## src/rtl/apb_initiator.sv

```systemverilog
// APB initiator: valid/ready request channel to a multi-slot APB bus, one transfer outstanding.
// Optional ACCESS-phase timeout abort is enabled by defining APB_INIT_TIMEOUT_EN.
//
// state    | meaning
// S_IDLE   | req_ready high, waiting for a request
// S_SETUP  | PSEL asserted, PENABLE low, one cycle
// S_ACCESS | PENABLE high, waiting on the selected PREADY
// S_RESP   | response presented until rsp_ready
module apb_initiator #(
  parameter  int ADDR_WIDTH     = 12,
  parameter  int SLAVE_BITS     = 2,
  parameter  int TIMEOUT_CYCLES = 255,
  localparam int NSLOTS         = 2 ** SLAVE_BITS,
  localparam int PAW            = ADDR_WIDTH - SLAVE_BITS
) (
  input  logic                  clk_cpu,
  input  logic                  reset,
  input  logic                  req_valid,
  output logic                  req_ready,
  input  logic                  req_write,
  input  logic [ADDR_WIDTH-1:0] req_addr,
  input  logic [31:0]           req_wdata,
  output logic                  rsp_valid,
  input  logic                  rsp_ready,
  output logic [31:0]           rsp_rdata,
  output logic                  rsp_error,
  output logic [PAW-1:0]        apb_PADDR,
  output logic [NSLOTS-1:0]     apb_PSEL,
  output logic                  apb_PENABLE,
  output logic                  apb_PWRITE,
  output logic [31:0]           apb_PWDATA,
  input  logic [NSLOTS-1:0]     apb_PREADY,
  input  logic [32*NSLOTS-1:0]  apb_PRDATA
);

  typedef enum logic [1:0] {S_IDLE, S_SETUP, S_ACCESS, S_RESP} state_t;

  state_t                state_q, state_d;
  logic [SLAVE_BITS-1:0] slot_q, slot_d;
  logic [PAW-1:0]        paddr_q, paddr_d;
  logic                  pwrite_q, pwrite_d;
  logic [31:0]           pwdata_q, pwdata_d;
  logic [NSLOTS-1:0]     psel_q, psel_d;
  logic                  penable_q, penable_d;
  logic                  req_ready_q, req_ready_d;
  logic                  rsp_valid_q, rsp_valid_d;
  logic [31:0]           rsp_rdata_q, rsp_rdata_d;
  logic                  rsp_error_q, rsp_error_d;
  logic [31:0]           prdata_sel;
  logic                  pready_sel;

`ifdef APB_INIT_TIMEOUT_EN
  localparam int CNT_W = $clog2(TIMEOUT_CYCLES + 1);
  logic [CNT_W-1:0] cnt_q, cnt_d;
`else
  logic unused_timeout;
  assign unused_timeout = (TIMEOUT_CYCLES == 0);
`endif

  assign pready_sel = apb_PREADY[slot_q];

  always_comb begin
    prdata_sel = '0;
    for (int k = 0; k < NSLOTS; k++) begin
      if (slot_q == SLAVE_BITS'(k)) prdata_sel = apb_PRDATA[32*k +: 32];
    end
  end

  always_comb begin
    state_d     = state_q;
    slot_d      = slot_q;
    paddr_d     = paddr_q;
    pwrite_d    = pwrite_q;
    pwdata_d    = pwdata_q;
    rsp_rdata_d = rsp_rdata_q;
    rsp_error_d = rsp_error_q;
`ifdef APB_INIT_TIMEOUT_EN
    cnt_d       = cnt_q;
`endif
    case (state_q)
      S_IDLE: begin
        if (req_valid && req_ready_q) begin
          state_d  = S_SETUP;
          slot_d   = req_addr[ADDR_WIDTH-1 -: SLAVE_BITS];
          paddr_d  = req_addr[PAW-1:0];
          pwrite_d = req_write;
          pwdata_d = req_wdata;
        end
      end
      S_SETUP: begin
        state_d = S_ACCESS;
`ifdef APB_INIT_TIMEOUT_EN
        cnt_d   = '0;
`endif
      end
      S_ACCESS: begin
        if (pready_sel) begin
          state_d     = S_RESP;
          rsp_rdata_d = pwrite_q ? 32'h0 : prdata_sel;
          rsp_error_d = 1'b0;
        end
`ifdef APB_INIT_TIMEOUT_EN
        else begin
          // A ready on the terminal cycle takes the branch above, so completion wins
          cnt_d = cnt_q + 1'b1;
          if (cnt_d == CNT_W'(TIMEOUT_CYCLES)) begin
            state_d     = S_RESP;
            rsp_rdata_d = 32'h0;
            rsp_error_d = 1'b1;
          end
        end
`endif
      end
      S_RESP: begin
        if (rsp_ready) state_d = S_IDLE;
      end
      default: state_d = S_IDLE;
    endcase

    // Outputs are registered, so they are decoded from the next state
    req_ready_d = (state_d == S_IDLE);
    psel_d      = (state_d == S_SETUP || state_d == S_ACCESS) ? (NSLOTS'(1) << slot_d) : '0;
    penable_d   = (state_d == S_ACCESS);
    rsp_valid_d = (state_d == S_RESP);
  end

  always_ff @(posedge clk_cpu) begin
    if (reset) begin
      state_q     <= S_IDLE;
      slot_q      <= '0;
      paddr_q     <= '0;
      pwrite_q    <= 1'b0;
      pwdata_q    <= '0;
      psel_q      <= '0;
      penable_q   <= 1'b0;
      req_ready_q <= 1'b1;
      rsp_valid_q <= 1'b0;
      rsp_rdata_q <= '0;
      rsp_error_q <= 1'b0;
`ifdef APB_INIT_TIMEOUT_EN
      cnt_q       <= '0;
`endif
    end else begin
      state_q     <= state_d;
      slot_q      <= slot_d;
      paddr_q     <= paddr_d;
      pwrite_q    <= pwrite_d;
      pwdata_q    <= pwdata_d;
      psel_q      <= psel_d;
      penable_q   <= penable_d;
      req_ready_q <= req_ready_d;
      rsp_valid_q <= rsp_valid_d;
      rsp_rdata_q <= rsp_rdata_d;
      rsp_error_q <= rsp_error_d;
`ifdef APB_INIT_TIMEOUT_EN
      cnt_q       <= cnt_d;
`endif
    end
  end

  assign req_ready   = req_ready_q;
  assign rsp_valid   = rsp_valid_q;
  assign rsp_rdata   = rsp_rdata_q;
  assign rsp_error   = rsp_error_q;
  assign apb_PADDR   = paddr_q;
  assign apb_PSEL    = psel_q;
  assign apb_PENABLE = penable_q;
  assign apb_PWRITE  = pwrite_q;
  assign apb_PWDATA  = pwdata_q;

endmodule
```

## config.mk

```make
export PLATFORM = sky130hd
export DESIGN_NAME = apb_initiator
export DESIGN_NICKNAME = d
export VERILOG_FILES = /design/src/rtl/apb_initiator.sv
export SDC_FILE = /design/constraint.sdc
export NUM_CORES = 1
export LEC_CHECK = 0
export ABC_AREA = 1
export CAP_MARGIN = 20
export CORE_ASPECT_RATIO = 0.5
export CORE_UTILIZATION = 41
export CTS_CLUSTER_DIAMETER = 150
export CTS_CLUSTER_SIZE = 30
export DETAILED_ROUTE_END_ITERATION = 10
export PLACE_DENSITY_LB_ADDON = 0.1
export SYNTH_ARGS = -nofsm -noshare
export SYNTH_HDL_FRONTEND = slang
export SYNTH_SLANG_ARGS = --single-unit
export TNS_END_PERCENT = 1
```

## constraint.sdc

```tcl
create_clock -name clk_cpu -period 3.8 [get_ports clk_cpu]
set_clock_uncertainty 0.2 [all_clocks]
set_input_delay 0.38 -clock clk_cpu [delete_from_list [all_inputs] [get_ports clk_cpu]]
set_output_delay 0.38 -clock clk_cpu [all_outputs]
set_load 0.02 [all_outputs]
```

---- Word level (Yosys, flattened, before mapping) ----
Index checks and enable logic that the tools add are counted.
storage, ports and cells
  register bits ........................... 86
  output and inout bits ................... 83
  logic and storage cells ................. 43
operators by class
  $lt $le $gt $ge ......................... 1
  equal/unequal tests ..................... 9
  shift-type cells ........................ 1
  muxes and demuxes ....................... 13
  bitwise operators ....................... 1
  reduce and logical (&&, ||, !) cells .... 8
operators by type and width
  cell                   count
  $mux W32               5
  $eq A2 B2 Y1 const B   6
  $mux W2                5
  $pmux W2 S4            1
  $eq A2 B1 Y1 const B   3
  $logic_not A2 Y1       3
  $reduce_and A2 Y1      2
  $shl A1 B2 Y4 const A  1
  $lt A2 B3 Y1 const B   1
  $bmux W1 S2            1
  $reduce_or A2 Y1       1
  $logic_and A1 B1 Y1    1
  $logic_or A1 B1 Y1     1
  $mux W1                1
  $not A1 Y1             1

---- Logic depth before layout (Yosys ltp) ----
Gate-level depths: netlist of run 1.
  word-level depth ........................ 8
  depth in mapped cells ................... 14
  gate-level depth less buffers ........... 12

---- Worst setup path before layout of run 1 ----
Ideal clock, no wire load.
  path type ............................... register -> register
  start point ............................. reg slot_q[0]
  end point ............................... reg psel_q[2], in the netlist apb_PSEL[2]
  arrival time ............................ 1.602 ns
  data required time ...................... 3.535 ns
  path slack .............................. 1.933 ns
  cell stages (with the launch flop) ...... 15
  buffers on the path ..................... 2
  period minus slack after synthesis ...... 1.867 ns
  path through ............................ dfxtp_1 buf_6 inv_4 nand2_1 nand2_1 nand2_1 nand2_1 nand2_1 buf_4 nand2_1 inv_1 ha_1 nor2_1 o211ai_1 nor2_1
on the way
  word-level cells in the longest chain between the ends .. 8
  elaborated cells on any way between the ends .. 12
  those cells by class .................... 2 x eq/ne; 1 x shift; 6 x mux; 1 x bitwise; 2 x reduce/logical
RTL lines
  item                                                 RTL line  RTL
  from (decl)                                          39        logic [SLAVE_BITS-1:0] slot_q, slot_d;
  from (signal assigned)                               145       slot_q <= slot_d;
  $bmux W1 S2 *                                        60        assign pready_sel = apb_PREADY[slot_q];
  $mux W1 (implied by the code) *                      60
  $mux W2 *                                            97        if (pready_sel) begin
  $pmux W2 S4 *                                        80        case (state_q)
  net state_d[0]                                       38        state_t state_q, state_d;
  $eq A2 B1 Y1 / $eq A2 B2 Y1 (equally long branches)  122       psel_d = (state_d == S_SETUP || state_d == S_ACCESS) ? (NSLOTS'(1) << slot_d) : '0;
  $logic_or A1 B1 Y1 *                                 122
  $not A1 Y1 (no source line) *                        --
  $reduce_or A2 Y1 (no source line) *                  --
  to (signal assigned)                                 149       psel_q <= psel_d;
  to (decl)                                            43        logic [NSLOTS-1:0] psel_q, psel_d;
The timed path passes the listed nets; every way through them passes the cells marked *. The select of a mux whose other input is x is not followed.
A chain may end at the register's enable or synchronous reset.

---- Final worst setup path of run 1 ----
  start point ............................. reg slot_q[0]
  end point ............................... reg rsp_rdata_q[7], in the netlist rsp_rdata[7]
on the way
  word-level cells in the longest chain between the ends .. 6
  elaborated cells on any way between the ends .. 12
  those cells by class .................... 3 x eq/ne; 7 x mux; 2 x reduce/logical
RTL lines
  item                    RTL line  RTL
  $logic_not A2 Y1        65        if (slot_q == SLAVE_BITS'(k)) prdata_sel = apb_PRDATA[32*k +: 32];
  $mux W32 (4 in series)  65
  $mux W32                99        rsp_rdata_d = pwrite_q ? 32'h0 : prdata_sel;
  to (signal assigned)    153       rsp_rdata_q <= rsp_rdata_d;
  to (decl)               47        logic [31:0] rsp_rdata_q, rsp_rdata_d;
Parallel ways exist; a longest one is shown, timed or not. The select of a mux whose other input is x is not followed.

==> results of run 1 <==
-- sequential cells by signal (all words and copies together), names as in the netlist --
name         count
apb_PSEL         4
rsp_rdata       32
apb_PENABLE      1
state_q          2
apb_PADDR       10
apb_PWDATA      32
apb_PWRITE       1
rsp_valid        1
req_ready        1
slot_q           2
-- metal layers --
| metal | vias to the layer above | part of all wire |
|---|---|---|
| met5 | - | 0 |
| met3 | 16 | 0.085 |
| met4 | 0 | 0.015 |
| met1 | 2278 | 0.41 |
| li1 | 2729 | - |
| met2 | 146 | 0.49 |
-- through the flow --
| step | setup WS [ns] | cells |
|---|---|---|
| 2_1_floorplan | 1.933 | 750 |
| 3_3_place_gp | 1.286 | 1111 |
| 3_5_place_dp | 1.244 | 1111 |
| 4_1_cts | 1.297 | 1127 |
| 5_1_grt | 1.052 | 1127 |
| 6_report | 1.299 | 1127 |
-- power breakdown --
part	internal (mW)	total, mW	switching, mW	leakage (nW)
sequential	1.02	1.10	0.0834	0.705
clock	0.650	1.02	0.369	0.165
combinational	0.541	1.15	0.606	2.58
total	2.21	3.27	1.06	3.45
-- cells by family (layout without fill, tap and decap cells) --
| group | after synthesis | in the layout |
|---|---|---|
| adders and majority gates | 3 | 3 |
| DFF | 86 | 86 |
| AOI/OAI and AO/OA | 79 | 79 |
| buffers and inverters | 141 | 378 |
| other | 1 | 1 |
| and+or+nand+nor | 440 | 440 |
-- worst paths after layout --
path                                     from                     endpoint  cells after the start
setup / recovery         slot_q[0]$_SDFF_PP0_    rsp_rdata[7]$_SDFFE_PP0P_                      8
hold / removal    apb_PWDATA[20]$_SDFFE_PP0P_  apb_PWDATA[20]$_SDFFE_PP0P_                      2
setup reg to reg         slot_q[0]$_SDFF_PP0_    rsp_rdata[7]$_SDFFE_PP0P_                      8
hold reg to reg   apb_PWDATA[20]$_SDFFE_PP0P_  apb_PWDATA[20]$_SDFFE_PP0P_                      2
-- area by class of cell --
class / count / area, µm²
clock buffers: 10 / 229.0
clock inverters: 6 / 117.6
fillers: 922 / 2978
inverters: 91 / 344.1
multi-input cells: 523 / 2218
flip-flops and latches: 86 / 1723
well taps: 140 / 175.2
repair buffers: 271 / 2690
-- worst max-delay path, stage by stage, from the launching register on --
cell and delay, ns:
dfxtp_2 0.73, buf_4 0.36, nand2_2 0.52, nor2_1 0.25, nor2_1 0.06, nand2_1 0.09
inv_1 0.04, nor2_1 0.08, nor2_1 0.06
-- placed cells by master (no fill, tap or decap), types with 2 or more instances in the layout --
| cell type | synthesis | routed |
|---|---|---|
| o21ai_0 | 63 | 63 |
| inv_1 | 89 | 88 |
| nand3b_1 | 14 | 14 |
| clkdlybuf4s50_1 | 0 | 262 |
| a21oi_1 | 14 | 14 |
| nand3_1 | 52 | 52 |
| nor2_1 | 214 | 214 |
| clkbuf_16 | 0 | 9 |
| bufinv_16 | 0 | 3 |
| dfxtp_1 | 86 | 85 |
| ha_1 | 3 | 3 |
| buf_4 | 6 | 9 |
| nand2_1 | 157 | 156 |
| nand2_2 | 1 | 2 |
==> metrics.txt, run 1 <==
vias a little over 5000; Post-Syn Instances 750; Adder-Cell Fraction of Synth Area 0.008283; Synth top area share 0.3799; Max Fclk 399.8 MHz; gr busiest metal met2; Root Buffer clkbuf_16; Starting DRT DRC Count 186; Seq/Total Area, Yosys 0.3799; Slew Limit Fails 0; Max VDD drop 0.2734 mV; Synth Area in Compound Gates 0.08780; hpwl dp about 10000 µm; Pwr Total 3.268 mW; Synth Area in XOR/XNOR 0; P_leak 3.451 nW; final WL 14180 µm; number of synthesized flops with an enable pin 0; ys flop type dfxtp_1; # IOs 264; period utilization 0.6583; core area between 10000 and 15000 µm²; Synth Cell Area 4532 µm²; largest family of logic cells by synthesized area simple AND/OR/NAND/NOR gates; unrepaired setup endpoints after global routing false; mux cell area share after synthesis 0; Final Hold Fails 0; GP Congestion 0.8132; clock buffer depth 2; Simple-Gate Fraction of Synth Area 0.3920; final hold slack ~0.28 ns; CTS Sinks 86; post-synth cell types 22; # hold bufs at CTS 0; GRT Util Overall 0.2415; startpoint types flip-flop; most common cell in the netlist nor2_1; crit path kind flip-flop to flip-flop; global-route track usage on met1 0.2562; fin util 0.7157; clock buffer count from CTS 9; TNS Setup 0 ns; Synth async-reset ratio 0; TritonCTS clock tree done; Yosys warning total 0; CTS H-tree depth 3; pwr/cell area around 440 nW/µm²; CP Max Fanout 46; Setup Fix Bufs, Post-CTS 0; fin nets 1166; # setup viols final 0; Resize count post-CTS 0; syn_nets 934; clk slew on worst S/H paths 0.06 ns; largest net degree at the start of global routing 65; CP Data Required Time approximately 3.8 ns; Rel. slew slack 0.4264; First-pass DRT Iterations 5; vias in the first global route approximately 4800; Worst Setup End Kind flip-flop; largest area contributor in the synthesized netlist dfxtp_1; Synth top cells by count nor2_1 (214), nand2_1 (157), inv_1 (89), dfxtp_1 (86), o21ai_0 (63); post-place instance area 7151 µm²; Area Overhead vs Synth 65.43%; largest cells by area after synthesis dfxtp_1 (38%), nor2_1 (18%), nand2_1 (13%); port buffer count 262; Seq cells post-synth 86; Die Wd ~150 µm; Mapped Avg Cell Area 6.042 µm²; initial antenna violation count 0; Crit path arrival time 2.52 ns; # rows 26; Initial Util 0.4326; layout cells sized above 1 0.03141; Via density 4.587; total gr overflow 0; first-pass GRT wire length 22130 µm; die area 11500 µm²; Routed WL per cell 12.58 µm; ANT nets after route 0; met2 GRT Util 0.4525; type of the worst min-delay path flip-flop to flip-flop; max-cap violations 0; post-route cell area 7497 µm²; worst reg2reg setup slack approximately 1.3 ns; DRC 0; antenna cells 0; worst slew pin tran 0.8574 ns; die height 76.34 µm; GR Layer Usage met3 0.08204; clk_lat worst skew 0.33 ns; outcome completed; min cycle time layout 2.501 ns
Note: power is estimated with default switching activity, not from simulation.
==> inputs of run 2 (changes only) <==
- CORE_UTILIZATION: 41 -> 38
- clock period: 3.8 -> 2.45 ns (I/O delays scaled with it)
==> run 2 against run 1 <==
Net effect:
- final cell count grew 2.1%
- critical path depth grew 4
- count of clock-buffer cells in the layout is the same
- die area is 7.7% higher
- core utilization decreased by 5.0 points
- sequential share of layout area about the same
==> metrics.txt, run 2 (same netlist as run 1, synthesis figures left out) <==
antenna cells 0 (unchanged); CP Data Required Time 2.52 ns (-1.30 ns); startpoint types flip-flop; min cycle time layout 1.949 ns (-0.5519 ns); die area 12390 µm² (+7.7%); worst r2r path cells 12 (+4); Max Fclk 513.0 MHz (+28%); port buffer count 262 (unchanged); clock buffer depth 2 (unchanged); hpwl dp 10610 µm (+2.7%); First-pass DRT Iterations 4 (-1); vias in the first global route 4974 (+3.1%); crit path kind flip-flop to flip-flop; core area 11280 µm² (+7.7%); fill cell count 1018 (+10%); type of the worst min-delay path flip-flop to flip-flop; most common cell after layout, fill and taps aside clkdlybuf4s50_1; clk_lat worst skew 0.33 ns (about the same); Rel. slew slack 0.5965 (+0.1701); Register Area 1723 µm² (unchanged); initial antenna violation count 0 (unchanged); total gr overflow 0 (unchanged); first-pass GRT wire length 23070 µm (+4.2%); most frequent cells in the layout clkdlybuf4s50_1 (262), nor2_1 (214), nand2_1 (156); clk slew on worst S/H paths 0.06 ns (about the same); TNS Setup 0 ns (unchanged); Resize count post-CTS 0 (unchanged); clock buffer count from CTS 9 (unchanged); GP Congestion 0.8061 (-0.87%); worst slew pin tran 0.6052 ns (-0.2522 ns); # rows 27 (+3.8%); Slew Limit Fails 0 (unchanged); CP Max Fanout 17 (-63%); min-delay src apb_PWDATA[10]$_SDFFE_PP0P_; hold depth 2 (unchanged); Setup Fix Bufs, Post-CTS 0 (unchanged); Hold EP apb_PWDATA[10]$_SDFFE_PP0P_; Pwr Total 4.794 mW (+47%); post-place instance area 7224 µm² (+1.0%); Root Buffer clkbuf_16; die height 79.22 µm (+3.8%); CTS H-tree depth 3 (unchanged); vias 5149 (-0.39%); largest net degree at the start of global routing 65 (unchanged); post-route cell area 7506 µm² (+0.12%); Final Hold Fails 0 (unchanged); Max VDD drop 0.4556 mV (+67%); Initial Util 0.4016 (-0.03099); Starting DRT DRC Count 220 (+18%); fin nets 1171 (+0.43%); Via density 4.474 (-2.5%); outcome completed; GRT Util Overall 0.2342 (-0.007275); period utilization 0.7957 (+0.1375); Die Wd 156.4 µm (+3.8%); DRC 0 (unchanged); CTS Sinks 86 (unchanged); Crit path arrival time 2.01 ns (-0.51 ns); # IOs 264 (unchanged); Critical R2R Capture apb_PSEL[2]$_SDFF_PP0_; multi-input logic area 2218 µm² (unchanged); worst reg2reg setup slack 0.50 ns (-0.80 ns); final WL 14340 µm (+1.1%); # hold bufs at CTS 0 (unchanged); Worst Setup End Kind flip-flop; TritonCTS clock tree done; max-cap violations 0 (unchanged); # setup viols final 0 (unchanged); Area Overhead vs Synth 65.63%; Worst R2R Start slot_q[0]$_SDFF_PP0_; P_leak 3.449 nW (about the same); pwr/cell area 638.7 nW/µm² (+47%); Routed WL per cell 12.46 µm (-1.0%); ANT nets after route 0 (unchanged); layout cells sized above 1 0.03629 (+0.004882); unrepaired setup endpoints after global routing false
run 2: critical path, cell delays in order (launching register included):
cell	delay, ns
dfxtp_2	0.38
inv_4	0.18
nand2_1	0.08
nand2_1	0.07
nand2_1	0.05
nand2_1	0.07
nand2_2	0.05
nand2_1	0.08
inv_1	0.08
ha_1	0.29
nor2_1	0.13
o211ai_1	0.12
nor2_1	0.10
run 2: layout make-up:
cell class | instances | area share
flip-flops and latches | 86 | 0.2295
clock buffers | 10 | 0.03051
clock inverters | 6 | 0.007001
well taps | 159 | 0.02650
inverters | 91 | 0.04584
multi-input cells | 523 | 0.2955
repair buffers | 276 | 0.3651
run 2: layer usage:
layer / GRT usage / share of wire / up-vias
met5: 0 / 0 / -
met1: 0.2534 / 0.41 / 2235
met3: 0.09061 / 0.090 / 22
met4: 0.06569 / 0.020 / 0
met2: 0.4268 / 0.48 / 150
li1: - / - / 2742
run 2: worst max path at each step:
stage / startpoint / endpoint / depth (start not counted)
after CTS: slot_q[0]$_SDFF_PP0_ / apb_PSEL[2]$_SDFF_PP0_ / 12
final: slot_q[0]$_SDFF_PP0_ / apb_PSEL[2]$_SDFF_PP0_ / 12
after global routing: slot_q[0]$_SDFF_PP0_ / apb_PSEL[2]$_SDFF_PP0_ / 12
after global placement: apb_PREADY[3] / apb_PSEL[2]$_SDFF_PP0_ / 12
after detailed placement: apb_PREADY[3] / apb_PSEL[2]$_SDFF_PP0_ / 12
after floorplan: slot_q[0]$_SDFF_PP0_ / apb_PSEL[2]$_SDFF_PP0_ / 14
run 2: report_power, final:
| part | switching [mW] | leakage, nW | internal, mW | total (mW) |
|---|---|---|---|---|
| Clock | 0.585 | 0.132 | 0.706 | 1.29 |
| Sequential | 0.0956 | 0.705 | 1.58 | 1.67 |
| Combinational | 0.974 | 2.61 | 0.855 | 1.83 |
| Total | 1.65 | 3.45 | 3.14 | 4.79 |
run 2: per-stage QoR:
step	setup slack, ns	hold WS (ns)	cells	util
floorplan	0.5833	0.2096	750	-
global placement	0.4017	0.2614	1135	0.6403
detailed placement	0.3820	0.2718	1135	0.6403
CTS	0.5057	0.2870	1151	0.6652
global route	0.2881	0.3108	1151	0.6652
finish	0.5005	0.2810	1151	0.6652
==> RTL change 1, RTL diff (config.mk and constraints of run 2) <==
Re-encode `state_t` (4 states) as Gray code, 2 bits wide.
--- a/src/rtl/apb_initiator.sv
+++ b/src/rtl/apb_initiator.sv
@@ -33,7 +33,7 @@
   input  logic [32*NSLOTS-1:0]  apb_PRDATA
 );
 
-  typedef enum logic [1:0] {S_IDLE, S_SETUP, S_ACCESS, S_RESP} state_t;
+  typedef enum logic [1:0] {S_IDLE = 2'b00, S_SETUP = 2'b01, S_ACCESS = 2'b11, S_RESP = 2'b10} state_t;
 
   state_t                state_q, state_d;
   logic [SLAVE_BITS-1:0] slot_q, slot_d;
Check against the original RTL: same outputs for any inputs over 10 cycles, from zero or initial values and one cycle with reset high; not proved beyond that.
==> RTL change 1 against run 2 <==
Combinational power is 19% lower; highest routed layer unchanged; final area is 1.6% lower; power is 8.0% lower; wire length is 1.9% lower; worst setup slack better by 29 ps; critical path type unchanged; non-clock buffer count is 3 lower; first-iteration DRC count is 2.3% lower; area after synthesis is 1.9% lower; sequential cell count stayed put.
==> RTL change 1: results <==
export IMPL_status="complete, no violations"
export IMPL_ys_warn_count=0
export IMPL_met1_usage=0.243
export IMPL_port_buffer_count=262
export IMPL_seq_area_frac_synth=0.387
export IMPL_relSlewSlack=0.662
export IMPL_power_leakage_nw=3.30
export IMPL_vias=5066
export IMPL_hp_start="apb_PADDR[1]"
export IMPL_grt_usage=0.227
export IMPL_diodes=0
export IMPL_cts_resized_gates=0
export IMPL_first_pass_iters=8
export IMPL_placed_area_um2=7090
export IMPL_post_place_ws_ps=519
export IMPL_r2r_end="rsp_rdata[23]"
export IMPL_grt_pass1_wl_mm=22.1
export IMPL_drtIter0Drc=215
export IMPL_hpwl_mm=10.4
export IMPL_crit_arrival_ps=1940
export IMPL_grt_pass1_vias=4664
export IMPL_fin_nets=1149
export IMPL_netSwitchingPower_mw=1.43
export IMPL_use_met3=0.0906
export IMPL_worst_r2r_path_depth=7
export IMPL_synth_common_cells="nor2_1, nand2_1, dfxtp_1"
export IMPL_worstHoldEndpoint="apb_PADDR[1]"
export IMPL_synth_area_leaders="dfxtp_1, nor2_1, nand2_1"
export IMPL_drive_gt1_frac=0.0391
export IMPL_crit_fanout=20
export IMPL_use_met2=0.422
export IMPL_drt_total_wl_mm=14.1
export IMPL_peakVddDrop_mv=0.412
export IMPL_reg2reg_slack_ps=530
export IMPL_htreeDepth=3
export IMPL_synth_cell_types=24
export IMPL_syn_num_nets=910
export IMPL_hold_path_depth=2
export IMPL_fillCellCount=1064
export IMPL_cts_setup_buffers=0
export IMPL_gp_congestion=0.814
export IMPL_grt_max_degree=47
RTL change 1: changes by cell type after synthesis, moves of 3 or more:
cell / delta
clkbuf_1: -7
a21oi_1: +8
nor2_2: +3
o21ai_1: +3
ha_1: -3
nor2_1: -13
nor3_1: +3
nand2_1: +30
nand3b_1: -13
nand3_1: -19
inv_1: -17
buf_6: +6
RTL change 1: cell families (layout without fill, tap and decap cells):
| group | count (synthesis) | count (layout) | share of synthesized area |
|---|---|---|---|
| compound gates | 88 | 88 | 0.0996 |
| buf+inv | 119 | 363 | 0.124 |
| flops | 86 | 86 | 0.387 |
| other cells | 1 | 1 | 0.000844 |
| simple gates | 435 | 435 | 0.388 |
RTL change 1: stage by stage:
step | total power [mW] | cells | hold slack, ps | utilization
after global routing | 4.70 | 1132 | 304 | 0.660
final | 4.41 | 1132 | 279 | 0.660
after floorplan | 2.45 | 729 | 117 | -
after detailed placement | 3.14 | 1116 | 271 | 0.634
after CTS | 4.47 | 1132 | 285 | 0.660
after global placement | 3.12 | 1116 | 262 | 0.634
RTL change 1: critical path, stage by stage (launching register included):
cell and delay, ps:
dfxtp_1 430, buf_4 270, nor2_2 440, nand2_1 110
nand3_1 100, nand2_1 50, a21oi_1 160, nor2_1 50
RTL change 1: final cells by class:
| type | instances | share of cell area |
|---|---|---|
| repair buffers | 273 | 0.368 |
| multi-input cells | 524 | 0.294 |
| flip-flops and latches | 86 | 0.233 |
| inverters | 74 | 0.0380 |
| clock buffers | 10 | 0.0324 |
| well taps | 159 | 0.0269 |
| clock inverters | 6 | 0.00729 |
RTL change 1: per-layer routing:
layer  vias up  wire (um)
met5         -          0
met4         0        144
met3        13       1300
met2       153       6850
met1      2212       5770
li1       2688          -
RTL change 1: worst max-delay path by stage:
| stage | start | end | slack [ps] | cells past startpoint |
|---|---|---|---|---|
| after CTS | slot_q[0] | rsp_rdata[23] | 500 | 7 |
| after global routing | slot_q[0] | rsp_rdata[24] | 340 | 7 |
| final | slot_q[0] | rsp_rdata[23] | 530 | 7 |
| after detailed placement | slot_q[0] | rsp_rdata[23] | 520 | 7 |
| after global placement | req_valid | apb_PWRITE | 560 | 8 |
| after floorplan | apb_PWRITE | rsp_rdata[12] | 970 | 7 |
RTL change 1: power groups by stage:
stage	Sequential [mW]	Combinational, mW	Clock [mW]
finish	1.61	1.49	1.32
global route	1.63	1.65	1.42
CTS	1.61	1.50	1.35
detailed placement	1.64	1.49	0
global placement	1.64	1.48	0
floorplan	1.79	0.665	0
==> RTL change 2, RTL diff (flow settings as in run 2) <==
Without the edit above. `ADDR_WIDTH`: 12 -> 11.
--- a/src/rtl/apb_initiator.sv
+++ b/src/rtl/apb_initiator.sv
@@ -7,7 +7,7 @@
 // S_ACCESS | PENABLE high, waiting on the selected PREADY
 // S_RESP   | response presented until rsp_ready
 module apb_initiator #(
-  parameter  int ADDR_WIDTH     = 12,
+  parameter  int ADDR_WIDTH     = 11,
   parameter  int SLAVE_BITS     = 2,
   parameter  int TIMEOUT_CYCLES = 255,
   localparam int NSLOTS         = 2 ** SLAVE_BITS,
Interface: changed (resized apb_PADDR and req_addr); port bits go from 264 to 262. No check against the original RTL was run, so the function may have changed too.
==> RTL change 2 against run 2 <==
Global-route usage down 0.33 points; highest routed layer unchanged; synthesized cell count down 3.1%; largest power group unchanged; power up 0.69%; maximum frequency down 3.8%; wire length down 3.2%; core utilization up 0.099 points; area after synthesis down 3.4%; worst setup slack worse by 77 ps; final area down 1.4%; sequential cell count down 1; critical endpoint is now rsp_rdata[28].
==> RTL change 2: results <==
export IMPL_wl_met3_mm=1.14
export IMPL_grt_pass1_vias=4614
export IMPL_relSlewSlack=0.498
export IMPL_synth_area_leaders="dfxtp_1, nor2_1, nand2_1"
export IMPL_met2_wirelength_mm=6.56
export IMPL_reg2reg_slack_ps=420
export IMPL_drt_total_wl_mm=13.9
export IMPL_fin_area_um2=7400
export IMPL_grt_pass1_wl_mm=22.3
export IMPL_gp_congestion=0.815
export IMPL_vias=5044
export IMPL_fin_nets=1151
export IMPL_met1_usage=0.269
export IMPL_final_clk_cell_share=0.0426
export IMPL_switching_share=0.331
export IMPL_multi_input_area_share=0.288
export IMPL_fin_hold_ws_ps=279
export IMPL_synth_compound_area_share=0.107
export IMPL_sh_seq_area=0.230
export IMPL_post_place_ws_ps=363
export IMPL_use_met2=0.405
export IMPL_power_leakage_nw=3.35
export IMPL_status="complete, no violations"
export IMPL_peakVddDrop_mv=0.512
export IMPL_syn_num_nets=910
export IMPL_nFlopsAndLatches=85
export IMPL_power_frac_clock=0.294
export IMPL_port_buffer_count=260
export IMPL_drtIter0Drc=222
export IMPL_synth_cell_types=18
export IMPL_nMultiInputCombCells=511
export IMPL_first_pass_iters=5
export IMPL_placed_area_um2=7090
export IMPL_fin_crit_sh=0.827
export IMPL_seq_power_share=0.343
export IMPL_syn_instance_count=727
export IMPL_seq_area_frac_synth=0.389
export IMPL_hpwl_mm=10.3
export IMPL_num_nonclk_buffers=275
export IMPL_inv_count=86
RTL change 2: cell types whose count changed after synthesis, sizes merged:
cell / before / now
a21oi: 14 / 31
nor2: 215 / 198
nand3: 52 / 39
clkbuf: 25 / 23
o211ai: 1 / 0
inv: 90 / 85
nand2: 158 / 175
buf: 25 / 22
dfxtp: 86 / 85
o21ai: 64 / 63
nand3b: 14 / 0
RTL change 2: critical path, stage by stage, from the launching register on:
cell	delay [ps]
dfxtp_1	570
inv_1	200
nor2_2	460
nand2_1	90
nand3_1	100
nand2_1	60
a21oi_1	170
nor2_1	70
RTL change 2: path summary, 6_finish.rpt:
check                       from             end
setup / recovery       slot_q[1]   rsp_rdata[28]
hold / removal    apb_PWDATA[12]  apb_PWDATA[12]
setup reg to reg       slot_q[1]   rsp_rdata[28]
hold reg to reg   apb_PWDATA[12]  apb_PWDATA[12]
